==> config.mk <==
export PLATFORM = sky130hd
export DESIGN_NAME = csa_mp_sequencer
export DESIGN_NICKNAME = d
export VERILOG_FILES = /design/src/rtl/csa_seq_pkg.sv /design/src/rtl/carry_skip16bit.sv /design/src/rtl/csa_mp_sequencer.sv
export SDC_FILE = /design/constraint.sdc
export NUM_CORES = 1
export LEC_CHECK = 0
export BUFFER_PORTS_ARGS = -buffer_cell sky130_fd_sc_hd__clkbuf_2
export CAP_MARGIN = 0
export CORE_ASPECT_RATIO = 2
export CORE_UTILIZATION = 50
export DETAILED_ROUTE_END_ITERATION = 16
export PLACE_DENSITY = 0.71
export SLEW_MARGIN = 40
export SYNTH_ARGS = -nofsm -noshare
export SYNTH_HDL_FRONTEND = slang
export SYNTH_SLANG_ARGS = --single-unit
==> constraint.sdc <==
create_clock -name clk -period 25.4 [get_ports clk]
set_input_delay 6.35 -clock clk [delete_from_list [all_inputs] [get_ports clk]]
set_output_delay 6.35 -clock clk [all_outputs]
set_load 0.01 [all_outputs]
==> src/rtl/csa_seq_pkg.sv <==
// rtl/csa_seq_pkg.sv - shared types and constants for the multi-precision add sequencer
package csa_seq_pkg;

  localparam int ADDER_W = 16;

  typedef enum logic [1:0] {
    IDLE = 2'd0,
    RUN  = 2'd1,
    DONE = 2'd2
  } state_t;

endpackage

==> src/rtl/carry_skip16bit.sv <==
// rtl/carry_skip16bit.sv - 16-bit carry-skip adder, four 4-bit ripple blocks with skip muxes
module carry_skip16bit (
  input  logic [15:0] a,
  input  logic [15:0] b,
  input  logic        cin,
  output logic [15:0] sum,
  output logic        cout
);

  logic       w_c;
  logic       w_rc;
  logic       w_prop;
  logic [3:0] w_k;
  logic [15:0] w_sum;

  // A block whose bits all propagate forwards its incoming carry directly.
  always_comb begin
    w_sum  = '0;
    w_c    = cin;
    w_rc   = 1'b0;
    w_prop = 1'b0;
    w_k    = '0;
    for (int blk = 0; blk < 4; blk++) begin
      w_rc   = w_c;
      w_prop = 1'b1;
      for (int i = 0; i < 4; i++) begin
        w_k        = 4'(blk * 4 + i);
        w_sum[w_k] = a[w_k] ^ b[w_k] ^ w_rc;
        w_rc       = (a[w_k] & b[w_k]) | ((a[w_k] ^ b[w_k]) & w_rc);
        w_prop     = w_prop & (a[w_k] ^ b[w_k]);
      end
      w_c = w_prop ? w_c : w_rc;
    end
  end

  assign sum  = w_sum;
  assign cout = w_c;

endmodule

==> src/rtl/csa_mp_sequencer.sv <==
// rtl/csa_mp_sequencer.sv - WORDS x 16-bit add sequencer over one shared carry-skip adder
// Optional subtract mode (op port) when CSA_MP_SEQ_SUB_EN is defined.
module csa_mp_sequencer
  import csa_seq_pkg::*;
#(
  parameter int WORDS = 4
) (
  input  logic                       clk,
  input  logic                       rst,
`ifdef CSA_MP_SEQ_SUB_EN
  input  logic                       op,
`endif
  input  logic                       in_valid,
  output logic                       in_ready,
  input  logic [ADDER_W*WORDS-1:0]   a,
  input  logic [ADDER_W*WORDS-1:0]   b,
  input  logic                       cin,
  output logic                       out_valid,
  input  logic                       out_ready,
  output logic [ADDER_W*WORDS-1:0]   sum,
  output logic                       cout,
  output logic                       busy
);

  localparam int N     = ADDER_W * WORDS;
  localparam int IDX_W = (WORDS > 1) ? $clog2(WORDS) : 1;

  state_t             r_state;
  logic [IDX_W-1:0]   r_idx;
  logic               r_carry;
  logic [N-1:0]       r_a;
  logic [N-1:0]       r_b;
  logic [N-1:0]       r_sum;
  logic               r_cout;
  logic               r_in_ready;
  logic               r_out_valid;
  logic               r_busy;

  logic [ADDER_W-1:0] w_a_word;
  logic [ADDER_W-1:0] w_b_word;
  logic [ADDER_W-1:0] w_add_sum;
  logic               w_add_cout;
  logic               w_last;

  assign w_a_word = r_a[r_idx * ADDER_W +: ADDER_W];
  assign w_b_word = r_b[r_idx * ADDER_W +: ADDER_W];
  assign w_last   = (r_idx == IDX_W'(WORDS - 1));

  carry_skip16bit u_adder (
    .a    (w_a_word),
    .b    (w_b_word),
    .cin  (r_carry),
    .sum  (w_add_sum),
    .cout (w_add_cout)
  );

  always_ff @(posedge clk) begin
    if (rst) begin
      r_state     <= IDLE;
      r_idx       <= '0;
      r_carry     <= 1'b0;
      r_a         <= '0;
      r_b         <= '0;
      r_sum       <= '0;
      r_cout      <= 1'b0;
      r_in_ready  <= 1'b1;
      r_out_valid <= 1'b0;
      r_busy      <= 1'b0;
    end else begin
      case (r_state)
        IDLE: begin
          if (in_valid && r_in_ready) begin
            r_a <= a;
`ifdef CSA_MP_SEQ_SUB_EN
            // Subtract as a + ~b + 1; cout then reads as "no borrow".
            r_b     <= op ? ~b : b;
            r_carry <= op ? 1'b1 : cin;
`else
            r_b     <= b;
            r_carry <= cin;
`endif
            r_idx      <= '0;
            r_state    <= RUN;
            r_in_ready <= 1'b0;
            r_busy     <= 1'b1;
          end
        end
        RUN: begin
          r_sum[r_idx * ADDER_W +: ADDER_W] <= w_add_sum;
          r_carry <= w_add_cout;
          if (w_last) begin
            r_cout      <= w_add_cout;
            r_idx       <= '0;
            r_state     <= DONE;
            r_out_valid <= 1'b1;
          end else begin
            r_idx <= r_idx + IDX_W'(1);
          end
        end
        DONE: begin
          if (out_ready) begin
            r_state     <= IDLE;
            r_out_valid <= 1'b0;
            r_in_ready  <= 1'b1;
            r_busy      <= 1'b0;
          end
        end
        default: begin
          r_state     <= IDLE;
          r_in_ready  <= 1'b1;
          r_out_valid <= 1'b0;
          r_busy      <= 1'b0;
        end
      endcase
    end
  end

  assign in_ready  = r_in_ready;
  assign out_valid = r_out_valid;
  assign busy      = r_busy;
  assign sum       = r_sum;
  assign cout      = r_cout;

endmodule

# --- Word-level counts from Yosys, hierarchy flattened ---
# Index checks and enable logic that the tools add are counted.
word_totals:
  reg_bits: 201
  input_bits: 133
  output_inout_bits: 68
  wordCells: 147
classes:
  addsub: 2
  n_eq_ne: 6
  shift: 4
  muxes: 22
  n_bitwise: 94
  reduce_logical: 9
ops:
  columns: ["operator", "count"]
  rows:
  - ["64-bit by 7-bit variable part select with 16-bit output", 2]
  - ["64-bit bitwise mux", 1]
  - ["16-bit by 34-bit variable shift with 64-bit output, first input constant", 1]
  - ["16-bit by 34-bit variable part select with 64-bit output", 1]
  - ["1-bit AND", 44]
  - ["6-bit negation with 34-bit output", 1]
  - ["1-bit bitwise XOR", 32]
  - ["1-bit bitwise OR", 16]
  - ["1-bit two-way mux", 10]
  - ["2-bit two-way mux", 5]
  - ["1-bit one-hot mux with 3 select lines", 3]
  - ["3-bit AND reduction", 3]
  - ["2-bit != test, second input constant", 3]
  - ["2-bit one-hot mux with 3 select lines", 1]
  - ["2-bit AND reduction", 3]
  - ["2-bit == test, second input constant", 2]
  - ["2-bit one-hot mux with 2 select lines", 1]
  - ["2-bit by 1-bit adder with 2-bit output, second input constant", 1]
  - ["2-bit by 1-bit == test with 1-bit output, second input constant", 1]
  - ["2-bit zero test", 1]
  - ["1-bit inverter", 2]
  - ["1-bit one-hot mux with 2 select lines", 1]
  - ["2-bit nonzero test", 1]
  - ["1-bit logical AND", 1]

# --- Logic depth before layout (Yosys ltp) ---
depth:
  word_depth: 39
  depth_mapped: 29
  depth_no_buf: 27

# --- By module ---
# Synthesis repeated with hierarchy kept, for this count alone.
unflattened:
  cells_unflattened: 877
  area_unflattened_um2: 8466.9
modules_own_cells:
  columns: ["module", "instances", "cells_each", "area_per_inst_um2", "seq_area_each_um2"]
  rows:
  - ["csa_mp_sequencer", 1, 822, 7823.8, 4023.9]
  - ["carry_skip16bit", 1, 55, 643.1, 0.0]

# --- Least setup slack after synthesis ---
# OpenSTA, ideal clock, no wires.
synth_timing:
  kind: "register to register"
  from: "reg r_idx[1]"
  to: "reg r_sum[15] (netlist: sum[15])"
  t_arrival_ps: 7978
  slack_ps: 17294
  path_stages_with_launch: 30
  path_buffers: 2
  period_less_slack_ps: 8106
  path_cell_list: "dfxtp_1 -> clkbuf_1 -> clkbuf_1 -> mux4_2 -> fa_1 -> inv_1 -> fa_1 -> fa_1 -> fa_1 -> inv_1 -> mux2i_1 -> fa_1 -> fa_1 -> fa_1 -> fa_1 -> a41oi_1 -> nor2_1 -> fa_1 -> fa_1 -> fa_1 -> fa_1 -> nand2_1 -> nand2_1 -> fa_1 -> fa_1 -> fa_1 -> inv_1 -> fa_1 -> a22oi_1 -> nor2_1"
synth_between:
  elab_chain_len: 38
synth_rtl:
  columns: ["element", "line_no", "text"]
  rows:
  - ["from (decl)", "csa_mp_sequencer.sv:29", "logic [IDX_W-1:0] r_idx;"]
  - ["from (signal assigned)", "csa_mp_sequencer.sv:97", "r_idx <= r_idx + IDX_W'(1);"]
  - ["64-bit by 7-bit variable part select with 16-bit output (on tied branches)", "csa_mp_sequencer.sv:45, csa_mp_sequencer.sv:46", null]
  - ["1-bit bitwise XOR", "carry_skip16bit.sv:28, carry_skip16bit.sv:29, carry_skip16bit.sv:30", null]
  - ["1-bit AND", "carry_skip16bit.sv:29", "w_rc = (a[w_k] & b[w_k]) | ((a[w_k] ^ b[w_k]) & w_rc);"]
  - ["1-bit bitwise OR", "carry_skip16bit.sv:29", null]
  - ["1-bit AND", "carry_skip16bit.sv:29", null]
  - ["1-bit bitwise OR", "carry_skip16bit.sv:29", null]
  - ["1-bit AND", "carry_skip16bit.sv:29", null]
  - ["1-bit bitwise OR", "carry_skip16bit.sv:29", null]
  - ["[... 22 more ...]", null, null]
  - ["1-bit bitwise OR", "carry_skip16bit.sv:29", null]
  - ["1-bit AND", "carry_skip16bit.sv:29", null]
  - ["1-bit bitwise OR", "carry_skip16bit.sv:29", null]
  - ["1-bit AND", "carry_skip16bit.sv:29", null]
  - ["1-bit bitwise OR", "carry_skip16bit.sv:29", null]
  - ["1-bit bitwise XOR", "carry_skip16bit.sv:28", "w_sum[w_k] = a[w_k] ^ b[w_k] ^ w_rc;"]
  - ["16-bit by 34-bit variable part select with 64-bit output", "csa_mp_sequencer.sv:89", "r_sum[r_idx * ADDER_W +: ADDER_W] <= w_add_sum;"]
  - ["64-bit bitwise mux *", "csa_mp_sequencer.sv:89", null]
  - ["to (signal, indexed assignment)", "csa_mp_sequencer.sv:89", null]
  - ["to (decl)", "csa_mp_sequencer.sv:33", "logic [N-1:0] r_sum;"]
# Mark *: on every way between the ends. The rest lies on a longest branch, timed or not.
# A chain may end at the register's enable or synchronous reset.

# --- Worst setup path after layout ---
layout_timing:
  from: "reg r_idx[0]"
  to: "reg r_sum[63] (netlist: sum[63])"
# The elaborated chain is that of the path after synthesis.

==> key figures <==
Critical path
  – Setup crit end kind: flop
  – CP Max Fanout: 26
  – Startpoint Class: flop
  – Reg2reg path depth: 26
  – Worst EP arrival: 8.85 ns
  – Crit Path Category: reg -> reg
  – Worst path required time: 25.73 ns

Pwr
  – Static leakage: 4.25 nW
  – Combinational Power Share: 13.0%
  – Max VDD drop: 0.0530 mV
  – Power Density: 70.4 nW/um2
  – Clock power frac: 39.8%
  – Seq pwr share: 47.2%
  – Sw power: 0.183 mW
  – Sw Share: 25.4%
  – Cell-internal power: 0.539 mW

Die
  – Die W: 94.4 um
  – Core area: 16,800 um2
  – Die Footprint: 17,600 um2
  – Row count: 67
  – Starting Density: 50.9%
  – DIE HEIGHT: 187 um
  – I/O Pins: 201

Layout
  – Share of layout cells above drive strength 1: 24.9%
  – Post-Route Utilization: 61.1%
  – Filler cells: 1,496
  – Antenna diodes: 0
  – Layout Nets: 1,288
  – Area Overhead vs Synth: 20.0%
  – Post-route design area: 10,200 um2

Placement
  – Area of placed instances: 9590 um2
  – Placer Congestion: 0.803
  – Pre-CTS setup slack: 16.87 ns
  – I/O Buffers: 200
  – DP HPWL: 16,300 um

Global route
  – Met3 Track Usage GR: 3.13%
  – Initial antenna violation count: 0
  – Total track usage: 26.3%
  – Vias in the first global route: 7,232
  – Grt ovf: 0
  – First-pass GRT wire length: 36,200 um
  – Largest net degree at the start of global routing: 119
  – Met2 usage: 48.7%
  – Top Usage Layer GRT: met2
  – GR Layer Usage met1: 28.6%

Route
  – Initial DRC count: 385
  – Routed WL per cell: 16.9 um
  – Post-route ant nets: 0
  – Vias/cell: 5.41
  – Via count: 7,221
  – # DRC: 0
  – WL final: 22,600 um
  – DR pass1 iterations: 5

Clock tree
  – TritonCTS Buffers: 18
  – CTS max path bufs: 3
  – CTS sink cnt: 201
  – CTS tree: yes
  – Worst-path clk slew: 0.06 ns
  – Clock Tree Root: clkbuf_16
  – Resize count post-CTS: 0
  – Hold-fix buffers at CTS: 0
  – Clk_lat worst skew: 0.49 ns
  – Setup repair bufs after CTS: 0
  – H-tree level count: 1

STA
  – Clock skew after layout: 0.0177 ns
  – Worst slew pin tran: 0.757 ns
  – Final period util: 33.5%
  – Setup slack after layout: 16.88 ns
  – Final min period: 8.52 ns
  – Max Clock Freq: 0.117 GHz
  – Final setup fails: 0
  – Final Hold Fails: 0
  – Setup TNS: 0 ns
  – RSZ-0062 raised after global routing: false
  – Final Slew Violations: 0
  – Relative slew margins: 49.3%

Yosys
  – Sequential area share after synthesis: 47.1%
  – Synth Net Count: 1,128
  – Cell taking the most area after synthesis: dfxtp_1
  – Synth top area share: 47.1%
  – Post-Syn Instances: 957
  – Seq cells post-synth: 201
  – Mean Syn Cell Area: 8.92 um2
  – Cell Area, Synth: 8540 um2
  – Post-synth cell types: 31
  – Synth area leaders: dfxtp_1, nand2_1, mux4_2
  – Yosys warns: 0

Outcome
  – Status: finished clean

Hold path
  – HP Class: reg -> reg
  – Hold depth: 2

Run
  – MaxCap Viol Count: 0
## final cells by class
class | instances | area, um2 | area share [%]
well taps | 207 | 259 | 2.53
clock inverters | 1 | 30.0 | 0.293
repair buffers | 208 | 1080 | 10.6
inverters | 49 | 184 | 1.80
clock buffers | 30 | 607 | 5.92
flip-flops and latches | 201 | 4030 | 39.3
multi-input cells | 639 | 4050 | 39.6
## registers in the layout, indices dropped and copies added, names as in the netlist
signal,flops
busy,1
cout,1
in_ready,1
out_valid,1
r_a,64
r_b,64
r_carry,1
r_idx,2
r_state,2
sum,64
## path summary, 6_finish.rpt
check | startpoint | slack, ns | end
worst max register to register | r_idx[0]$_SDFFE_PP0P_ | 16.88 | sum[63]$_SDFFE_PP0P_
worst min register to register | r_b[60]$_SDFFE_PP0P_ | 0.45 | r_b[60]$_SDFFE_PP0P_
worst min-delay path | r_b[60]$_SDFFE_PP0P_ | 0.45 | r_b[60]$_SDFFE_PP0P_
worst max-delay path | r_idx[0]$_SDFFE_PP0P_ | 16.88 | sum[63]$_SDFFE_PP0P_
## stage by stage
step	cells	total power [mW]	hold WS [ns]
5_1_grt	1335	0.752	0.465
3_5_place_dp	1304	0.442	0.445
3_3_place_gp	1302	0.440	0.439
2_1_floorplan	957	0.408	0.433
6_report	1335	0.722	0.450
4_1_cts	1335	0.727	0.455
## critical path, stage by stage, from the launching register on
cell and delay, ns:
dfxtp_2 0.68, buf_4 0.54, mux4_2 0.37, inv_1 0.07
fa_1 0.44, fa_1 0.37, inv_1 0.06, mux2i_1 0.12
fa_1 0.45, fa_1 0.41, fa_1 0.39, fa_1 0.36
a41oi_1 0.22, nor2_1 0.09, fa_1 0.40, fa_1 0.39
fa_1 0.40, fa_1 0.39, nand2_1 0.07, nand2_1 0.10
fa_1 0.41, fa_1 0.43, fa_1 0.38, inv_1 0.08
fa_1 0.47, a22oi_1 0.18, nor2_1 0.07
## cell usage in the layout, fill, tap and decap left out, types with 2 or more instances in the layout
cell type,synthesis,layout
a21oi_1,137,137
a22oi_1,66,66
a31oi_1,2,2
a41oi_1,2,2
buf_4,4,4
buf_6,1,4
clkbuf_1,37,2
clkbuf_16,0,19
clkbuf_2,0,199
clkbuf_8,0,10
dfxtp_1,201,199
dfxtp_2,0,2
fa_1,16,16
ha_1,22,22
inv_1,49,49
mux4_2,32,32
nand2_1,261,261
nand2_2,3,3
nand2b_1,3,3
nand3_1,2,2
nand4_1,4,4
nor2_1,75,75
nor3_4,2,2
o21ai_0,2,2
## power groups by stage
stage / registers, mW / logic [mW] / clock network, mW
detailed placement: 0.348 / 0.0941 / 0
CTS: 0.340 / 0.0945 / 0.292
global placement: 0.347 / 0.0925 / 0
floorplan: 0.344 / 0.0638 / 0
finish: 0.340 / 0.0940 / 0.287
global route: 0.342 / 0.105 / 0.306
## cells by family after synthesis
group	count (synthesis)	share of synthesized area, %
adders and majority gates	38	6.97
DFF	201	47.1
muxes	33	8.56
AOI/OAI and AO/OA	211	14.5
buffers and inverters	117	5.79
and+or+nand+nor	357	17.1
## synthesized netlist by cell type
cell type	instances
a21oi_1	137
a22oi_1	66
a311oi_1	1
a31oi_1	2
a41oi_1	2
and2b_1	1
buf_2	26
buf_4	4
buf_6	1
clkbuf_1	37
dfxtp_1	201
fa_1	16
ha_1	22
inv_1	49
mux2i_1	1
mux4_2	32
nand2_1	261
nand2_2	3
nand2_4	1
nand2b_1	3
nand3_1	2
nand4_1	4
nand4bb_1	1
nor2_1	75
nor3_1	1
nor3_4	2
nor4_4	1
nor4b_4	1
nor4bb_1	1
o21ai_0	2
o41ai_1	1
## layer usage
layer  wire (um)  up-vias
met1        8230     3414
met5           0        -
met2       12300      237
met3         967       59
met4        1070        0
li1            -     3511
Note: power is estimated with default switching activity, not from simulation.
